## src/rtl/fb_arb_pkg.sv

```systemverilog
// Shared types and helpers for the framebuffer write-port arbiter.
// State encoding, default sizing and flat-bus field extraction.
package fb_arb_pkg;

    typedef enum logic [1:0] {
        ST_IDLE  = 2'd0,
        ST_WRITE = 2'd1,
        ST_GAP   = 2'd2
    } arb_state_e;

    localparam int DEF_NUM_REQ = 4;
    localparam int DEF_TIMEOUT = 1023;
    localparam int DEF_GRANT_W = $clog2(DEF_NUM_REQ);

    // Upper bounds for the generic field extractor: 8 requesters x 32-bit fields.
    localparam int MAX_BUS_W   = 256;
    localparam int MAX_FIELD_W = 32;

    // A timeout of 0 disables the timer, but the counter still needs one bit to exist.
    function automatic int timer_w(input int timeout);
        return (timeout > 0) ? $clog2(timeout + 1) : 1;
    endfunction

    function automatic logic [MAX_FIELD_W-1:0] slice_field(
        input logic [MAX_BUS_W-1:0] bus,
        input int                   idx,
        input int                   w
    );
        return MAX_FIELD_W'(bus >> (idx * w));
    endfunction

endpackage

```

## src/rtl/rr_arbiter.sv

```systemverilog
// Combinational round-robin pick: first set request at or after rr_ptr, wrapping.
// The pointer register lives in the parent so it only advances on completion.
module rr_arbiter
    import fb_arb_pkg::*;
#(
    parameter int NUM_REQ = DEF_NUM_REQ,
    parameter int GRANT_W = DEF_GRANT_W
) (
    input  logic [NUM_REQ-1:0] req,
    input  logic [GRANT_W-1:0] rr_ptr,
    output logic [NUM_REQ-1:0] grant_onehot,
    output logic [GRANT_W-1:0] grant_idx,
    output logic               grant_any
);

    int                 cand;
    logic [GRANT_W-1:0] cand_idx;

    always_comb begin
        grant_onehot = '0;
        grant_idx    = '0;
        grant_any    = 1'b0;
        cand         = 0;
        cand_idx     = '0;
        for (int k = 0; k < NUM_REQ; k++) begin
            cand = int'(rr_ptr) + k;
            if (cand >= NUM_REQ) begin
                cand = cand - NUM_REQ;
            end
            cand_idx = GRANT_W'(cand);
            if (!grant_any && req[cand_idx]) begin
                grant_any              = 1'b1;
                grant_idx              = cand_idx;
                grant_onehot[cand_idx] = 1'b1;
            end
        end
    end

endmodule

```

## src/rtl/fb_write_arbiter.sv

```systemverilog
// Round-robin arbiter sharing the monochrome framebuffer write port among
// NUM_REQ content generators; returns a one-cycle ack, or nack on timeout.
module fb_write_arbiter
    import fb_arb_pkg::*;
#(
    parameter int NUM_REQ = DEF_NUM_REQ,
    parameter int COORD_W = 8,
    parameter int DATA_W  = 8,
    parameter int TIMEOUT = DEF_TIMEOUT
) (
    input  logic                         clk,
    input  logic                         rst_n,
    input  logic [NUM_REQ-1:0]           req,
    input  logic [NUM_REQ*COORD_W-1:0]   req_xpos,
    input  logic [NUM_REQ*COORD_W-1:0]   req_ypos,
    input  logic [NUM_REQ*DATA_W-1:0]    req_din,
    output logic [NUM_REQ-1:0]           ack,
    output logic [NUM_REQ-1:0]           nack,
    output logic [$clog2(NUM_REQ)-1:0]   grant_id,
    output logic                         arb_busy,
    output logic                         timeout_flag,
    input  logic                         fb_busy,
    output logic                         fb_we,
    output logic [COORD_W-1:0]           fb_w_xpos,
    output logic [COORD_W-1:0]           fb_w_ypos,
    output logic [DATA_W-1:0]            fb_din,
    input  logic                         fb_w_data_valid
);

    localparam int                 GRANT_W    = $clog2(NUM_REQ);
    localparam int                 TIMER_W    = timer_w(TIMEOUT);
    localparam logic [GRANT_W-1:0] LAST_IDX   = GRANT_W'(NUM_REQ - 1);
    localparam logic [TIMER_W-1:0] TIMER_MAX  = TIMER_W'(TIMEOUT);
    localparam bit                 TIMEOUT_EN = (TIMEOUT != 0);

    arb_state_e         state;
    logic [GRANT_W-1:0] rr_ptr;
    logic [TIMER_W-1:0] timer;
    logic [NUM_REQ-1:0] grant_oh;

    logic [NUM_REQ-1:0] pick_onehot;
    logic [GRANT_W-1:0] pick_idx;
    logic               pick_any;
    logic [GRANT_W-1:0] ptr_after_grant;

    rr_arbiter #(
        .NUM_REQ (NUM_REQ),
        .GRANT_W (GRANT_W)
    ) u_rr_arbiter (
        .req          (req),
        .rr_ptr       (rr_ptr),
        .grant_onehot (pick_onehot),
        .grant_idx    (pick_idx),
        .grant_any    (pick_any)
    );

    assign ptr_after_grant = (grant_id == LAST_IDX) ? '0 : grant_id + 1'b1;

    always_ff @(posedge clk or negedge rst_n) begin
        if (!rst_n) begin
            state        <= ST_IDLE;
            rr_ptr       <= '0;
            timer        <= '0;
            grant_oh     <= '0;
            ack          <= '0;
            nack         <= '0;
            grant_id     <= '0;
            arb_busy     <= 1'b0;
            timeout_flag <= 1'b0;
            fb_we        <= 1'b0;
            fb_w_xpos    <= '0;
            fb_w_ypos    <= '0;
            fb_din       <= '0;
        end else begin
            ack  <= '0;
            nack <= '0;
            case (state)
                ST_IDLE: begin
                    if (!fb_busy && pick_any) begin
                        fb_w_xpos <= COORD_W'(slice_field(MAX_BUS_W'(req_xpos), int'(pick_idx), COORD_W));
                        fb_w_ypos <= COORD_W'(slice_field(MAX_BUS_W'(req_ypos), int'(pick_idx), COORD_W));
                        fb_din    <= DATA_W'(slice_field(MAX_BUS_W'(req_din), int'(pick_idx), DATA_W));
                        fb_we     <= 1'b1;
                        grant_id  <= pick_idx;
                        grant_oh  <= pick_onehot;
                        arb_busy  <= 1'b1;
                        timer     <= '0;
                        state     <= ST_WRITE;
                    end
                end
                // Requester inputs are deliberately not looked at here: the
                // write in flight is whatever was captured at grant time.
                ST_WRITE: begin
                    if (fb_w_data_valid) begin
                        fb_we    <= 1'b0;
                        ack      <= grant_oh;
                        rr_ptr   <= ptr_after_grant;
                        arb_busy <= 1'b0;
                        state    <= ST_GAP;
                    end else if (TIMEOUT_EN && (timer == TIMER_MAX)) begin
                        fb_we        <= 1'b0;
                        nack         <= grant_oh;
                        timeout_flag <= 1'b1;
                        rr_ptr       <= ptr_after_grant;
                        arb_busy     <= 1'b0;
                        state        <= ST_GAP;
                    end else if (timer != '1) begin
                        timer <= timer + 1'b1;
                    end
                end
                // One idle cycle lets the requester retire req before re-arbitration.
                ST_GAP: begin
                    state <= ST_IDLE;
                end
                default: begin
                    state <= ST_IDLE;
                end
            endcase
        end
    end

endmodule

```

## config.mk

```make
export PLATFORM = sky130hd
export DESIGN_NAME = fb_write_arbiter
export DESIGN_NICKNAME = d
export VERILOG_FILES = /design/src/rtl/fb_arb_pkg.sv /design/src/rtl/rr_arbiter.sv /design/src/rtl/fb_write_arbiter.sv
export SDC_FILE = /design/constraint.sdc
export NUM_CORES = 1
export LEC_CHECK = 0
export CAP_MARGIN = 10
export CELL_PAD_IN_SITES_DETAIL_PLACEMENT = 2
export CELL_PAD_IN_SITES_GLOBAL_PLACEMENT = 2
export CORE_UTILIZATION = 29
export CTS_CLUSTER_SIZE = 40
export DETAILED_ROUTE_END_ITERATION = 16
export MAX_ROUTING_LAYER = met4
export PLACE_DENSITY_LB_ADDON = 0.1
export SYNTH_ARGS = -nofsm -noshare
export SYNTH_HDL_FRONTEND = slang
export SYNTH_HIERARCHICAL = 1
export SYNTH_SLANG_ARGS = --single-unit
```

## constraint.sdc

```tcl
create_clock -name clk -period 6.6 [get_ports clk]
set_input_delay 1.65 -clock clk [delete_from_list [all_inputs] [get_ports clk]]
set_output_delay 1.65 -clock clk [all_outputs]
set_load 0.05 [all_outputs]
```

; ---- After elaboration in Yosys (flattened, before gate mapping)
; Cells that the tools add are included.
[totals]
reg_bits = 54
in_bits = 104
output_inout_bits = 37
[classes]
add_sub_neg = 9
order_cmp = 12
n_eq_ne = 9
shift = 3
muxes = 53
n_bitwise = 4
n_reduce_logical = 21
[op_table]
columns = op, n
row1 = >> shifter 32 x 5 -> 8 bit, 3
row2 = two-way mux 10 bit, 4
row3 = two-way mux 4 bit, 9
row4 = two-way mux 2 bit, 14
row5 = one-hot mux 10 bit (2 select lines), 1
row6 = two-way mux 1 bit, 15
row7 = less-than comparator 2 x 3 -> 1 bit (second input constant), 4
row8 = bitwise OR 4 bit, 3
row9 = adder 10 x 1 -> 10 bit (second input constant), 1
row10 = == test 10 bit (second input constant), 1
row11 = inequality test 10 bit (second input constant), 1
row12 = greater-or-equal comparator 3 bit (second input constant), 3
row13 = binary-select mux 1 bit (select 2 bit), 4
row14 = demux 1 bit (select 2 bit), 4
row15 = greater-or-equal comparator 2 x 1 -> 1 bit (second input constant), 4
row16 = logical AND 1 bit, 8
row17 = inequality test 2 bit (second input constant), 4
row18 = subtractor 2 x 1 -> 2 bit (second input constant), 4
row19 = adder 2 x 2 -> 3 bit (second input constant), 2
row20 = AND reduction 2 bit, 3
row21 = AND reduction 3 bit, 2
row22 = AND reduction 5 bit, 1
row23 = zero test 1 bit, 4
row24 = one-hot mux 2 bit (2 select lines), 1
row25 = other kinds (10), 11

; ---- Longest topological paths before layout
[logic_depth]
word_depth = 17
depth_mapped = 12
depth_no_buf = 9

; ---- Cells and area by module
; The synthesis kept the hierarchy.
[by_module_without_submodules]
columns = mod, n_inst, cells_per_inst, area_per_inst_um2, seq_area_each_um2
row1 = fb_write_arbiter, 1, 195, 2820.2, 1351.3
row2 = rr_arbiter, 1, 45, 421.7, 0.0

; ---- Least setup slack after synthesis
; No wires, ideal clock.
[synth_timing]
path_kind = input port to flip-flop
from = input req[2]
to = register fb_w_xpos[7]
setup_time_ns = 0.125
arrival_ns = 3.879
setup_slack_ns = 2.596
path_stages = 9
n_path_buf = 3
cell_sequence = mux4_2 > buf_6 > and2b_2 > o21ai_0 > o31ai_1 > buf_6 > buf_2 > mux4_2 > mux2_2
[synth_between]
elab_cells_between_ends = 25
[synth_rtl]
columns = element, line_no
row1 = "start, declared", fb_write_arbiter.sv:13  ; input logic [NUM_REQ-1:0] req,
row2 = binary-select mux 1 bit (select 2 bit), rr_arbiter.sv:31  ; if (!grant_any && req[cand_idx]) begin
row3 = two-way mux 1 bit (not written as such), rr_arbiter.sv:31
row4 = two-way mux 1 bit, rr_arbiter.sv:31
row5 = zero test 1 bit, rr_arbiter.sv:31
row6 = logical AND 1 bit, rr_arbiter.sv:31
row7 = two-way mux 1 bit, rr_arbiter.sv:31
row8 = zero test 1 bit, rr_arbiter.sv:31
row9 = logical AND 1 bit, rr_arbiter.sv:31
row10 = two-way mux 1 bit, rr_arbiter.sv:31
row11 = zero test 1 bit, rr_arbiter.sv:31
row12 = logical AND 1 bit, rr_arbiter.sv:31
row13 = two-way mux 2 bit (*), rr_arbiter.sv:31
row14 = via pick_idx[0], fb_write_arbiter.sv:42  ; logic [GRANT_W-1:0] pick_idx;
row15 = >> shifter 32 x 5 -> 8 bit (*), fb_arb_pkg.sv:29  ; return MAX_FIELD_W'(bus >> (idx * w));
row16 = "end signal, assigned", fb_write_arbiter.sv:80  ; fb_w_xpos <= COORD_W'(slice_field(MAX_BUS_W'(req_xpos), int'(pick_idx), COORD_W));
row17 = "end, declared", fb_write_arbiter.sv:24  ; output logic [COORD_W-1:0] fb_w_xpos,
; Mark *: on every way through the listed nets, which the timed path passes. The rest lies on a longest branch. The select of a mux whose other input is x is not followed.
; A chain may end at the register's enable or synchronous reset.

; ---- Worst setup path after layout
[layout_timing]
from = input req[2]
to = register fb_w_ypos[2]
[layout_between]
elab_cells_between_ends = 25
[layout_rtl]
columns = element, line_no
row1 = binary-select mux 1 bit (select 2 bit), rr_arbiter.sv:31
row2 = two-way mux 1 bit (not written as such), rr_arbiter.sv:31
row3 = two-way mux 1 bit, rr_arbiter.sv:31
row4 = zero test 1 bit, rr_arbiter.sv:31
row5 = logical AND 1 bit, rr_arbiter.sv:31
row6 = two-way mux 1 bit, rr_arbiter.sv:31
row7 = zero test 1 bit, rr_arbiter.sv:31
row8 = logical AND 1 bit, rr_arbiter.sv:31
row9 = two-way mux 1 bit, rr_arbiter.sv:31
row10 = zero test 1 bit, rr_arbiter.sv:31
row11 = logical AND 1 bit, rr_arbiter.sv:31
row12 = two-way mux 2 bit (*), rr_arbiter.sv:31
row13 = via pick_idx[0], fb_write_arbiter.sv:42
row14 = >> shifter 32 x 5 -> 8 bit (*), fb_arb_pkg.sv:29
row15 = "end signal, assigned", fb_write_arbiter.sv:81  ; fb_w_ypos <= COORD_W'(slice_field(MAX_BUS_W'(req_ypos), int'(pick_idx), COORD_W));
row16 = "end, declared", fb_write_arbiter.sv:25  ; output logic [COORD_W-1:0] fb_w_ypos,
; Marks and branches as above.

==> flow_summary.yaml <==
status:
  outcome: "finished, final reports clean"
pwr:
  power_leakage_uw: 0.00195
  ir_drop_uv: 318
  power_uw: 2400
  power_density_nw_per_um2: 494
cells_and_area:
  nFillCells: 1069
  layoutNonFillerInstCount: 515
  nNetsFinal: 485
  drive_above_1_share: 0.211
  register_area_um2: 1350
  area_delta_synth_final_pct: 49.8
  multi_input_area_um2: 1780
  diodes: 0
logic_synthesis:
  yosysMostFrequentCell: "dfrtp_1"
  synth_cells: 240
  synth_seq_cells: 54
  ys_warn_count: 6
  synth_cell_types: 45
  synth_edf_count: 0
  syn_avg_cell_area_um2: 13.5
  netlist.area_leader.share: 0.417
  syn_nets: 351
  synth_area_leaders: "dfrtp_1, mux4_2, mux2_2"
  ys_seq_area_frac: 0.417
  async_flop_share: 1.00
  synthTopCellsByCount: "dfrtp_1, mux2_2, mux4_2"
  synth_ff_type: "dfrtp_1"
  synthesis.area_um2: 3240
  yosysTopAreaCell: "dfrtp_1"
setup_path:
  worstSetupEndpointType: "flip-flop"
  slowest_stage: "mux4_2"
  crit_path_frequent_cell: "mux4_2"
  cp.required_ps: 6800
  arrival_ps: 4660
  cp_cell_sequence: "clkdlybuf4s50_1, mux4_2, and2b_2, o21ai_0, o31ai_4, buf_4, mux4_2, mux2_2"
  crit_fanout: 25
  worstReg2RegStart: "rr_ptr[0]"
  crit_path_max_incr_delay_ps: 630
  critical_path_class: "input pin to flip-flop"
  startpoint_type: "input pin"
  critical_path.startpoint: "req[2]"
timing:
  setup_viol: 0
  fin_crit_sh: 0.676
  finalCriticalPeriod_ps: 4460
  drv_slew: 0
  timing.setup.tns_ps: 0
  hold_viol: 0
  tightest_slew_ps: 983
  slew_headroom: 0.343
  rsz0062_at_grt: "false"
  clock_skew_ps: 6.59
  max_freq_ghz: 0.224
routing:
  routedWlPerCell_um: 20.3
  route.detailed.drc: 0
  num_vias: 2704
  ant_nets: 0
  drt_iter0_drc: 72
  dr.pass1.iters: 4
  wirelength_mm: 10.4
  vias_per_cell: 5.25
clock_network:
  clock-sinks: 54
  cts_hold_buf: 0
  path_clk_slew_ps: 100
  cts_root_buffer: "clkbuf_8"
  cts_setup_buffers: 0
  cts_tree: "yes"
  cts_resized: 0
  clk_latency_ps: 300
  cts_inserted_buffers: 5
  cts_buffer_depth: 2
  cts_max_level: 2
floorplan:
  die_x_um: 108
  start_util: 0.298
  placementRows: 38
  die_h_um: 108
  io_pins: 141
  fp.dieArea_um2: 11600
  coreArea_um2: 10900
place:
  dp_hpwl_mm: 8.20
  port-buffer-count: 140
  gp_congestion: 0.763
  dp.cells: 507
min_path:
  hp-class: "flip-flop to flip-flop"
  hold_start: "timeout_flag"
global_route:
  grt_pass1_vias: 3144
  antenna_found_initial: 0
  grtUsageTotal: 0.200
  grt_first_pass_wirelength_mm: 16.9
  grt_max_degree: 55
  overflow: 0
run:
  drv_cap: 0
[cells in the final DEF, fill, tap and decap left out, types with 4 or more instances in the layout]
cell type and n:
a22oi_1 8, a31oi_1 4, and3_1 9, buf_4 4
clkbuf_8 5, clkdlybuf4s50_1 139, dfrtp_1 54, ha_1 7
inv_1 5, mux2_2 31, mux2i_1 4, mux4_2 26
nand2_1 9, nand2b_1 4, nand3_1 5, nor2_1 7
o211ai_1 4, o21ai_0 9
[per-stage QoR]
| stage | cell area (um2) | hold WS [ps] | utilization | worst slack (ps) |
|---|---|---|---|---|
| after global routing | 4860 | 508 | 0.446 | 1990 |
| after detailed placement | 4750 | 451 | 0.436 | 1780 |
| after global placement | 4750 | 446 | 0.436 | 1850 |
| final | 4860 | 471 | 0.446 | 2140 |
| after CTS | 4860 | 475 | 0.446 | 2100 |
| after floorplan | 3240 | 486 | - | 2600 |
[critical path, delay by kind of cell]
| family | cells | cell delay [ps] |
|---|---|---|
| AOI/OAI and AO/OA | 2 | 250 |
| buffers and inverters | 2 | 940 |
| muxes | 3 | 1490 |
| and+or+nand+nor | 1 | 310 |
[state kept, by name, summed over array words and instances, names as in the netlist]
| register | flops |
|---|---|
| state | 2 |
| timer | 10 |
| rr_ptr | 2 |
| fb_w_xpos | 8 |
| fb_we | 1 |
| fb_w_ypos | 8 |
| nack | 4 |
| grant_id | 2 |
| fb_din | 8 |
| ack | 4 |
| timeout_flag | 1 |
| grant_oh | 4 |
[where the power goes]
part           internal, uW  leakage [uW]  switching [uW]  total (uW)
combinational           754       0.00121             856        1610
sequential              456      0.000679             111         567
clock                   112     0.0000579             111         223
[final timing paths]
path,to,depth (start not counted),slack (ps)
hold reg to reg,timeout_flag,1,470
max in group asynchronous,fb_w_xpos[0],2,4650
hold / removal,timeout_flag,1,470
setup reg to reg,fb_w_ypos[2],9,2840
setup / recovery,fb_w_ypos[2],8,2140
min in group asynchronous,ack[3],2,1460
[routing by layer]
metal  global-route usage  vias to the layer above  wire length (um)
li1                     -                     1213                 -
met1                0.218                     1378              3930
met2                0.352                      102              5460
met3               0.0678                       11               857
met4               0.0470                        0               188
met5                    -                        -                 0
[cells by family (layout without fill, tap and decap cells)]
family,after synthesis,after routing,share of synthesized area
multiplexers,65,65,0.326
buffers and inverters,22,157,0.0397
AO/OA/AOI/OAI,37,37,0.0822
flip-flops,54,54,0.417
AND/OR/NAND/NOR,55,55,0.108
adder cells (fa/ha/maj),7,7,0.0270
[area by class of cell]
cell class	count	area share
Tap cell	140	0.0361
Multi-Input combinational cell	164	0.366
Clock inverter	3	0.00825
Clock buffer	5	0.0142
Sequential cell	54	0.278
Timing Repair Buffer	144	0.294
Inverter	5	0.00386
No activity file was read; power rests on OpenSTA's default activity.
